### config.mk
export PLATFORM = sky130hd
export DESIGN_NAME = alu_rr_scheduler
export DESIGN_NICKNAME = d
export VERILOG_FILES = /design/src/rtl/alu_rr_scheduler.sv
export SDC_FILE = /design/constraint.sdc
export NUM_CORES = 1
export LEC_CHECK = 0
export CAP_MARGIN = 20
export CORE_ASPECT_RATIO = 0.8
export CORE_UTILIZATION = 25
export CTS_CLUSTER_SIZE = 25
export DETAILED_ROUTE_END_ITERATION = 10
export HOLD_SLACK_MARGIN = 0.06
export REMOVE_ABC_BUFFERS = 1
export SLEW_MARGIN = 20
export SYNTH_ARGS = -nofsm -noshare
export SYNTH_HDL_FRONTEND = slang
export SYNTH_SLANG_ARGS = --single-unit
### constraint.sdc
create_clock -name clk -period 5.14 [get_ports clk]
set_input_delay 1.028 -clock clk [delete_from_list [all_inputs] [get_ports clk]]
set_output_delay 1.028 -clock clk [all_outputs]
set_load 0.03 [all_outputs]
### src/rtl/alu_rr_scheduler.sv
// ---------------------------------------------------------------------------
// alu_rr_scheduler
//   Shares one ALU between NUM_REQ requesters. Requests are granted
//   round-robin, one at a time. The winner's operands and opcode are driven
//   to the ALU and held, the ALU result is captured after ALU_LATENCY clocks,
//   and it is returned on a single response channel tagged with the requester
//   id. Only one operation is in flight at a time (IDLE -> EXEC -> RESP).
//
// Optional feature macro: ALU_OPCODE_CHECK_EN
//   When defined, a granted op with opcode > 4'b1010, or opcode 4'b0011 with
//   b == 0, bypasses the ALU: it goes straight to RESP with rsp_err=1 and
//   rsp_result=0, and the ALU inputs keep their previous values.
//   When undefined, every op goes through the ALU and rsp_err is tied to 0.
//
// Ports
//   clk, reset        clock (rising edge), asynchronous active-high reset
//   req_valid/ready   per-requester handshake (ready is one-hot or zero)
//   req_a/b/op        packed operands (16 bits each) and opcode (4 bits)
//   alu_a/b/op        operands/opcode to the ALU
//   alu_result        result from the ALU
//   rsp_valid/ready   response handshake
//   rsp_id            requester index of the response
//   rsp_result        captured ALU result
//   rsp_err           rejected-op flag (see macro above)
// ---------------------------------------------------------------------------
module alu_rr_scheduler #(
  parameter int NUM_REQ     = 4,
  parameter int ID_W        = 2,
  parameter int ALU_LATENCY = 1
) (
  input  logic                    clk,
  input  logic                    reset,
  input  logic [NUM_REQ-1:0]      req_valid,
  output logic [NUM_REQ-1:0]      req_ready,
  input  logic [NUM_REQ*16-1:0]   req_a,
  input  logic [NUM_REQ*16-1:0]   req_b,
  input  logic [NUM_REQ*4-1:0]    req_op,
  output logic [15:0]             alu_a,
  output logic [15:0]             alu_b,
  output logic [3:0]              alu_op,
  input  logic [31:0]             alu_result,
  output logic                    rsp_valid,
  input  logic                    rsp_ready,
  output logic [ID_W-1:0]         rsp_id,
  output logic [31:0]             rsp_result,
  output logic                    rsp_err
);

  localparam int CNT_W = (ALU_LATENCY < 2) ? 1 : $clog2(ALU_LATENCY + 1);

  typedef enum logic [1:0] {IDLE, EXEC, RESP} state_t;

  state_t            state_reg, state_next;
  logic [ID_W-1:0]   rr_ptr_reg, rr_ptr_next;
  logic [CNT_W-1:0]  exec_cnt_reg, exec_cnt_next;
  logic [15:0]       alu_a_reg, alu_a_next;
  logic [15:0]       alu_b_reg, alu_b_next;
  logic [3:0]        alu_op_reg, alu_op_next;
  logic              rsp_valid_reg, rsp_valid_next;
  logic [ID_W-1:0]   rsp_id_reg, rsp_id_next;
  logic [31:0]       rsp_result_reg, rsp_result_next;

  // Unpacked per-requester views of the packed operand buses.
  logic [15:0] req_a_arr  [NUM_REQ];
  logic [15:0] req_b_arr  [NUM_REQ];
  logic [3:0]  req_op_arr [NUM_REQ];

  genvar gi;
  generate
    for (gi = 0; gi < NUM_REQ; gi++) begin : g_unpack
      assign req_a_arr[gi]  = req_a[16*gi +: 16];
      assign req_b_arr[gi]  = req_b[16*gi +: 16];
      assign req_op_arr[gi] = req_op[4*gi +: 4];
    end
  endgenerate

  // Round-robin search starting at rr_ptr; the first valid requester wins.
  logic            grant_found;
  logic [ID_W-1:0] winner;

  always_comb begin
    grant_found = 1'b0;
    winner      = '0;
    for (int k = 0; k < NUM_REQ; k++) begin
      if (!grant_found && req_valid[(int'(rr_ptr_reg) + k) % NUM_REQ]) begin
        grant_found = 1'b1;
        winner      = ID_W'((int'(rr_ptr_reg) + k) % NUM_REQ);
      end
    end
  end

  logic [15:0]     sel_a, sel_b;
  logic [3:0]      sel_op;
  logic [ID_W-1:0] ptr_after;

  assign sel_a     = req_a_arr[winner];
  assign sel_b     = req_b_arr[winner];
  assign sel_op    = req_op_arr[winner];
  assign ptr_after = (int'(winner) == NUM_REQ - 1) ? '0 : winner + 1'b1;

`ifdef ALU_OPCODE_CHECK_EN
  logic rsp_err_reg, rsp_err_next;
  logic op_illegal;
  assign op_illegal = (sel_op > 4'hA) || ((sel_op == 4'h3) && (sel_b == 16'h0));
  assign rsp_err    = rsp_err_reg;
`else
  assign rsp_err    = 1'b0;
`endif

  always_ff @(posedge clk or posedge reset) begin
    if (reset) begin
      state_reg      <= IDLE;
      rr_ptr_reg     <= '0;
      exec_cnt_reg   <= '0;
      alu_a_reg      <= '0;
      alu_b_reg      <= '0;
      alu_op_reg     <= '0;
      rsp_valid_reg  <= 1'b0;
      rsp_id_reg     <= '0;
      rsp_result_reg <= '0;
`ifdef ALU_OPCODE_CHECK_EN
      rsp_err_reg    <= 1'b0;
`endif
    end else begin
      state_reg      <= state_next;
      rr_ptr_reg     <= rr_ptr_next;
      exec_cnt_reg   <= exec_cnt_next;
      alu_a_reg      <= alu_a_next;
      alu_b_reg      <= alu_b_next;
      alu_op_reg     <= alu_op_next;
      rsp_valid_reg  <= rsp_valid_next;
      rsp_id_reg     <= rsp_id_next;
      rsp_result_reg <= rsp_result_next;
`ifdef ALU_OPCODE_CHECK_EN
      rsp_err_reg    <= rsp_err_next;
`endif
    end
  end

  always_comb begin
    state_next      = state_reg;
    rr_ptr_next     = rr_ptr_reg;
    exec_cnt_next   = exec_cnt_reg;
    alu_a_next      = alu_a_reg;
    alu_b_next      = alu_b_reg;
    alu_op_next     = alu_op_reg;
    rsp_valid_next  = rsp_valid_reg;
    rsp_id_next     = rsp_id_reg;
    rsp_result_next = rsp_result_reg;
    req_ready       = '0;
`ifdef ALU_OPCODE_CHECK_EN
    rsp_err_next    = rsp_err_reg;
`endif

    case (state_reg)
      IDLE: begin
        if (grant_found) begin
          // Ready is driven only for a valid winner, so the handshake
          // completes in this cycle.
          req_ready[winner] = 1'b1;
          rsp_id_next       = winner;
          rr_ptr_next       = ptr_after;
`ifdef ALU_OPCODE_CHECK_EN
          if (op_illegal) begin
            rsp_err_next    = 1'b1;
            rsp_result_next = '0;
            rsp_valid_next  = 1'b1;
            state_next      = RESP;
          end else begin
            rsp_err_next    = 1'b0;
            alu_a_next      = sel_a;
            alu_b_next      = sel_b;
            alu_op_next     = sel_op;
            exec_cnt_next   = CNT_W'(ALU_LATENCY);
            state_next      = EXEC;
          end
`else
          alu_a_next    = sel_a;
          alu_b_next    = sel_b;
          alu_op_next   = sel_op;
          exec_cnt_next = CNT_W'(ALU_LATENCY);
          state_next    = EXEC;
`endif
        end
      end
      EXEC: begin
        exec_cnt_next = exec_cnt_reg - 1'b1;
        // Last counted cycle: the ALU output now reflects the held inputs.
        if (exec_cnt_reg == CNT_W'(1)) begin
          rsp_result_next = alu_result;
          rsp_valid_next  = 1'b1;
          state_next      = RESP;
        end
      end
      RESP: begin
        if (rsp_ready) begin
          rsp_valid_next = 1'b0;
          state_next     = IDLE;
        end
      end
      default: state_next = IDLE;
    endcase
  end

  assign alu_a      = alu_a_reg;
  assign alu_b      = alu_b_reg;
  assign alu_op     = alu_op_reg;
  assign rsp_valid  = rsp_valid_reg;
  assign rsp_id     = rsp_id_reg;
  assign rsp_result = rsp_result_reg;

endmodule

Word level (Yosys, flattened, before mapping)
Cells that the tools add are included.
Storage, ports and cells
  input bits: 183
  output and inout bits: 76
  word-level logic and storage cells: 91
  flip-flop bits (word level): 76
Operators by class
  eq/ne operators: 6
  magnitude comparators: 7
  muxes and demuxes: 42
  bitwise logic cells: 4
  reductions and logical operators: 18
  add/sub/neg operators: 5
Operators by type and width (count)
  $bmux 16 s2: 2
  $mux 16: 4
  $mux 2: 8
  $mux 4: 4
  $mux 1: 15
  $lt 3x4->1 const B: 3
  $bmux 1 s2: 4
  $bmux 4 s2: 1
  $lt 2x3->1 const B: 2
  $ne 2x2->1 const B: 3
  $pmux 2 s3: 1
  $reduce_and 2->1: 3
  $reduce_and 3->1: 2
  $reduce_or 2->1: 3
  $add 2x1->2 const B: 2
  $add 2x2->2 const B: 2
  $eq 2x1->1 const B: 2
  $logic_and 1x1->1: 4
  $pmux 1 s2: 2
  $reduce_bool 2->1: 2
  $and 1x1->1 const A: 3
  $ge 3x3->1 const B: 1
  $logic_not 1->1: 3
  $not 2->3: 1
  5 further kinds: 5

Logic depth before layout (Yosys ltp)
  depth in word-level cells: 20
  depth in mapped cells: 8

Least setup slack after synthesis
OpenSTA, ideal clock, no wires.
  path kind: input port to output port
  start: in req_valid[2]
  end: out req_ready[1]
  path slack: 1.640 ns
  cell stages on the path: 6
  arrival time: 2.472 ns
  cell sequence: nor4_1 or3_1 buf_2 a2111oi_4 buf_6 and2_1
On the way
  word-level cells in the longest chain between the ends: 18
Ends and longest elaborated chain
  from (decl): line 33  | input logic [NUM_REQ-1:0] req_valid,
  $bmux 1 s2: line 85  | if (!grant_found && req_valid[(int'(rr_ptr_reg) + k) % NUM_REQ]) begin
  $mux 1 (implied by the code): line 85
  $mux 1: line 85
  $logic_not 1->1: line 85
  $logic_and 1x1->1: line 85
  $mux 1: line 85
  $logic_not 1->1: line 85
  $logic_and 1x1->1: line 85
  (+2 left out)
  $logic_and 1x1->1: line 85
  $mux 2: line 85
  $lt 2x3->1 (implied by the code) / $ge 2x1->1 (equally long branches): line 160  | req_ready[winner] = 1'b1;
  $logic_and 1x1->1 (implied by the code): line 160
  $mux 1 (implied by the code): line 160
  $demux 1 s2: line 160
  $mux 4 (*): line 157  | if (grant_found) begin
  $mux 4 (*): line 155  | case (state_reg)
  to (decl): line 34  | output logic [NUM_REQ-1:0] req_ready,
Mark *: on every way between the ends. The rest lies on a longest branch, timed or not. The select of a mux whose other input is x is not followed.

Worst setup path in the final report
  start: in req_valid[3]
  end: out req_ready[0]
Same word-level chain as after synthesis.

==> impl_metrics.tcl <==
set metrics [dict create \
    status "finished clean" \
    rsz0062_at_grt "false" \
    critical_path_required_ns 4.11 \
    timing.setup.tns_ns 0 \
    final_common_cell "clkdlybuf4s50_1" \
    period_needed_ns 4.45 \
    timing.rr.end "alu_a[7]$_DFFE_PP0P_" \
    ys_ff_latch 76 \
    min_path_type "reg2reg" \
    cts.sink_count 76 \
    p_int_mw 2.44 \
    async_flop_share 1.00 \
    critPathMaxStageDelay_ns 0.82 \
    drt_iter0_drc 183 \
    critPathSlowestCell "a21oi_4" \
    pre_cts_slack_ns 0.745 \
    power_leakage_nw 2.78 \
    yosysSeqAreaShare 0.492 \
    portBuffers 257 \
    crit_arrival_ns 3.42 \
    syn_area_um2 3860 \
    slew_headroom 0.306 \
    num_vias 3762 \
    n_fill_cell 1395 \
    final_cells 803 \
    largest_register_ffs 32 \
    yosys.area.top_type "dfrtp_1" \
    ir_worst_vdd_v 0.000214 \
    grt_util_met1 0.210 \
    gp_congestion 0.784 \
    worst_pin_slew_ns 1.04 \
    cts_resized 0 \
    holdPathEnd "rsp_id[0]$_DFFE_PP0P_" \
    die_x_um 141 \
    swShare 0.430 \
    endpoint_kind "output port" \
    path_class "in2out" \
    multi_input_area_um2 1810 \
    areaGrowthSynthToFinish_pct 79.6 \
    worst_slack_ns 0.694 \
    synth-edff-count 0 \
    yosys.area.top_type_share 0.492 \
    ios 259 \
    start_kind "input pin" \
    setup_violations 0 \
    routed_wl_um 13900 \
    synthFlopType "dfrtp_1" \
    r2r_slack_ns 2.85 \
    report.final.hold_viol_count 0 \
    dr.pass1.iters 4 \
    cts_root_buf "clkbuf_16" \
    clock_skew_ns 0.00557 \
    drc_errors 0 \
    drtAntennaViolNets 0 \
    r2r_start "state_reg[0]$_DFFE_PP0P_" \
    grt_usage 0.174 \
    avgSynthCellArea_um2 11.4 \
    grt_max_degree 42 \
    busiest_layer "met2" \
    p_comb_frac 0.596 \
    r2r_cells 4 \
    holdPathStages 1 \
    clock_path_buffers 2 \
    syn_inst 339 \
    core-area_um2 15100 \
    drv_slew 0 \
    p_clk_frac 0.148 \
    clk_latency_ns 0.34 \
    dp.cells 788 \
    path_clk_slew_ns 0.06 \
    fin_nets 773 \
    wl_per_cell_um 17.3 \
    antenna_found_initial 0 \
    power.density_nw_per_um2 616 \
    ff_latch_area_um2 1900 \
    die_h_um 113 \
    whs_ns 0.481 \
    clock.fmax_mhz 225 \
    seqPwrFrac 0.255 \
    mostFrequentLayoutCells "clkdlybuf4s50_1, dfrtp_1, mux2i_1, mux2_2" \
    finalCritPeriodShare 0.865 \
    die_area_um2 16000 \
    htreeDepth 3 \
    gr-usage-met3 0.0415 \
    drive_gt1_frac 0.116 \
    ys_warn_count 0 \
    netlist_top_cells_area "dfrtp_1, mux2i_1, mux2_2, a22oi_1, o211ai_1" \
    maxCapViolCount 0 \
    worstPathMaxFanout 31 \
    via_per_inst 4.68 \
    crit_chain "clkdlybuf4s50_1 > nor4_1 > or3_2 > a21oi_4 > buf_4" \
    diodes 0 \
    cts_buffers 9 \
    final_util 0.461 \
    cts_tree "built" \
    row_count 40 \
    grt_pass1_vias 3874 \
    yosysUniqueCellTypes 37 \
    grt-ovfl-total 0 \
    grt_pass1_wl_um 21100 \
    post_cts.repair.setup_buffers 0 \
    hpwl_um 10400 \
    start_util 0.256 \
    grt_use_met2 0.306 \
    p_sw_mw 1.84 \
    ctsHoldBuffers 0 \
    hp-start "rsp_id[0]$_DFFE_PP0P_" \
]
[worst max-delay path by stage]
| stage | from | end | slack, ns | cells after the start |
|---|---|---|---|---|
| final | req_valid[3] | req_ready[0] | 0.69 | 5 |
| after global routing | req_valid[3] | req_ready[0] | 0.61 | 5 |
| after detailed placement | req_valid[3] | req_ready[0] | 0.74 | 5 |
| after CTS | req_valid[3] | req_ready[0] | 0.73 | 5 |
| after global placement | req_valid[3] | req_ready[0] | 0.79 | 5 |
| after floorplan | req_valid[2] | req_ready[0] | 0.65 | 3 |
[power groups by stage]
stage	Sequential [mW]	Clock, mW	Combinational (mW)
2_1_floorplan	1.64	0	0.947
3_3_place_gp	1.09	0	2.55
3_5_place_dp	1.10	0	2.58
4_1_cts	1.09	0.655	2.59
5_1_grt	1.13	0.671	2.73
6_report	1.09	0.634	2.55
[cells in the mapped netlist (all sizes together) (4+ instances only)]
cell     n
nor2b    4
o211ai  30
mux2i   36
buf     12
o21ai   10
nand2    8
mux2    32
nor3b    6
inv      5
a21oi    4
dfrtp   76
clkbuf  16
nand3   30
a22oi   30
o22ai    6
nor2     7
a211oi   7
[final cells by class]
| type | count | area share |
|---|---|---|
| Tap cell | 210 | 0.0379 |
| Inverter | 5 | 0.00288 |
| Clock inverter | 6 | 0.00938 |
| Multi-Input combinational cell | 230 | 0.261 |
| Timing Repair Buffer | 267 | 0.382 |
| Clock buffer | 9 | 0.0325 |
| Sequential cell | 76 | 0.274 |
[critical path: cells and delay by family]
family,cells,cell delay [ns]
AO/OA/AOI/OAI,1,0.82
buffers and inverters,2,0.90
AND/OR/NAND/NOR,2,0.65
[metal layers]
layer | up-vias | wire length [µm]
li1 | 1784 | -
met1 | 1820 | 5840
met2 | 142 | 7030
met3 | 16 | 799
met4 | 0 | 225
met5 | - | 0
[metrics by stage]
stage / power, mW / area [µm²]
after floorplan: 2.58 / 3720
after global placement: 3.64 / 6650
after detailed placement: 3.68 / 6650
after CTS: 4.34 / 6940
after global routing: 4.54 / 6940
final: 4.27 / 6940
[logic make-up (layout without fill, tap and decap cells)]
kind of cell | after synthesis | in the layout | synth area share
AOI/OAI and AO/OA | 93 | 93 | 0.175
and+or+nand+nor | 67 | 67 | 0.100
other | 1 | 1 | 0.000971
buffers and inverters | 33 | 287 | 0.0414
muxes | 68 | 68 | 0.187
DFF | 76 | 76 | 0.492
adders and majority gates | 1 | 1 | 0.00324
Power figures use the tool's default switching activity.
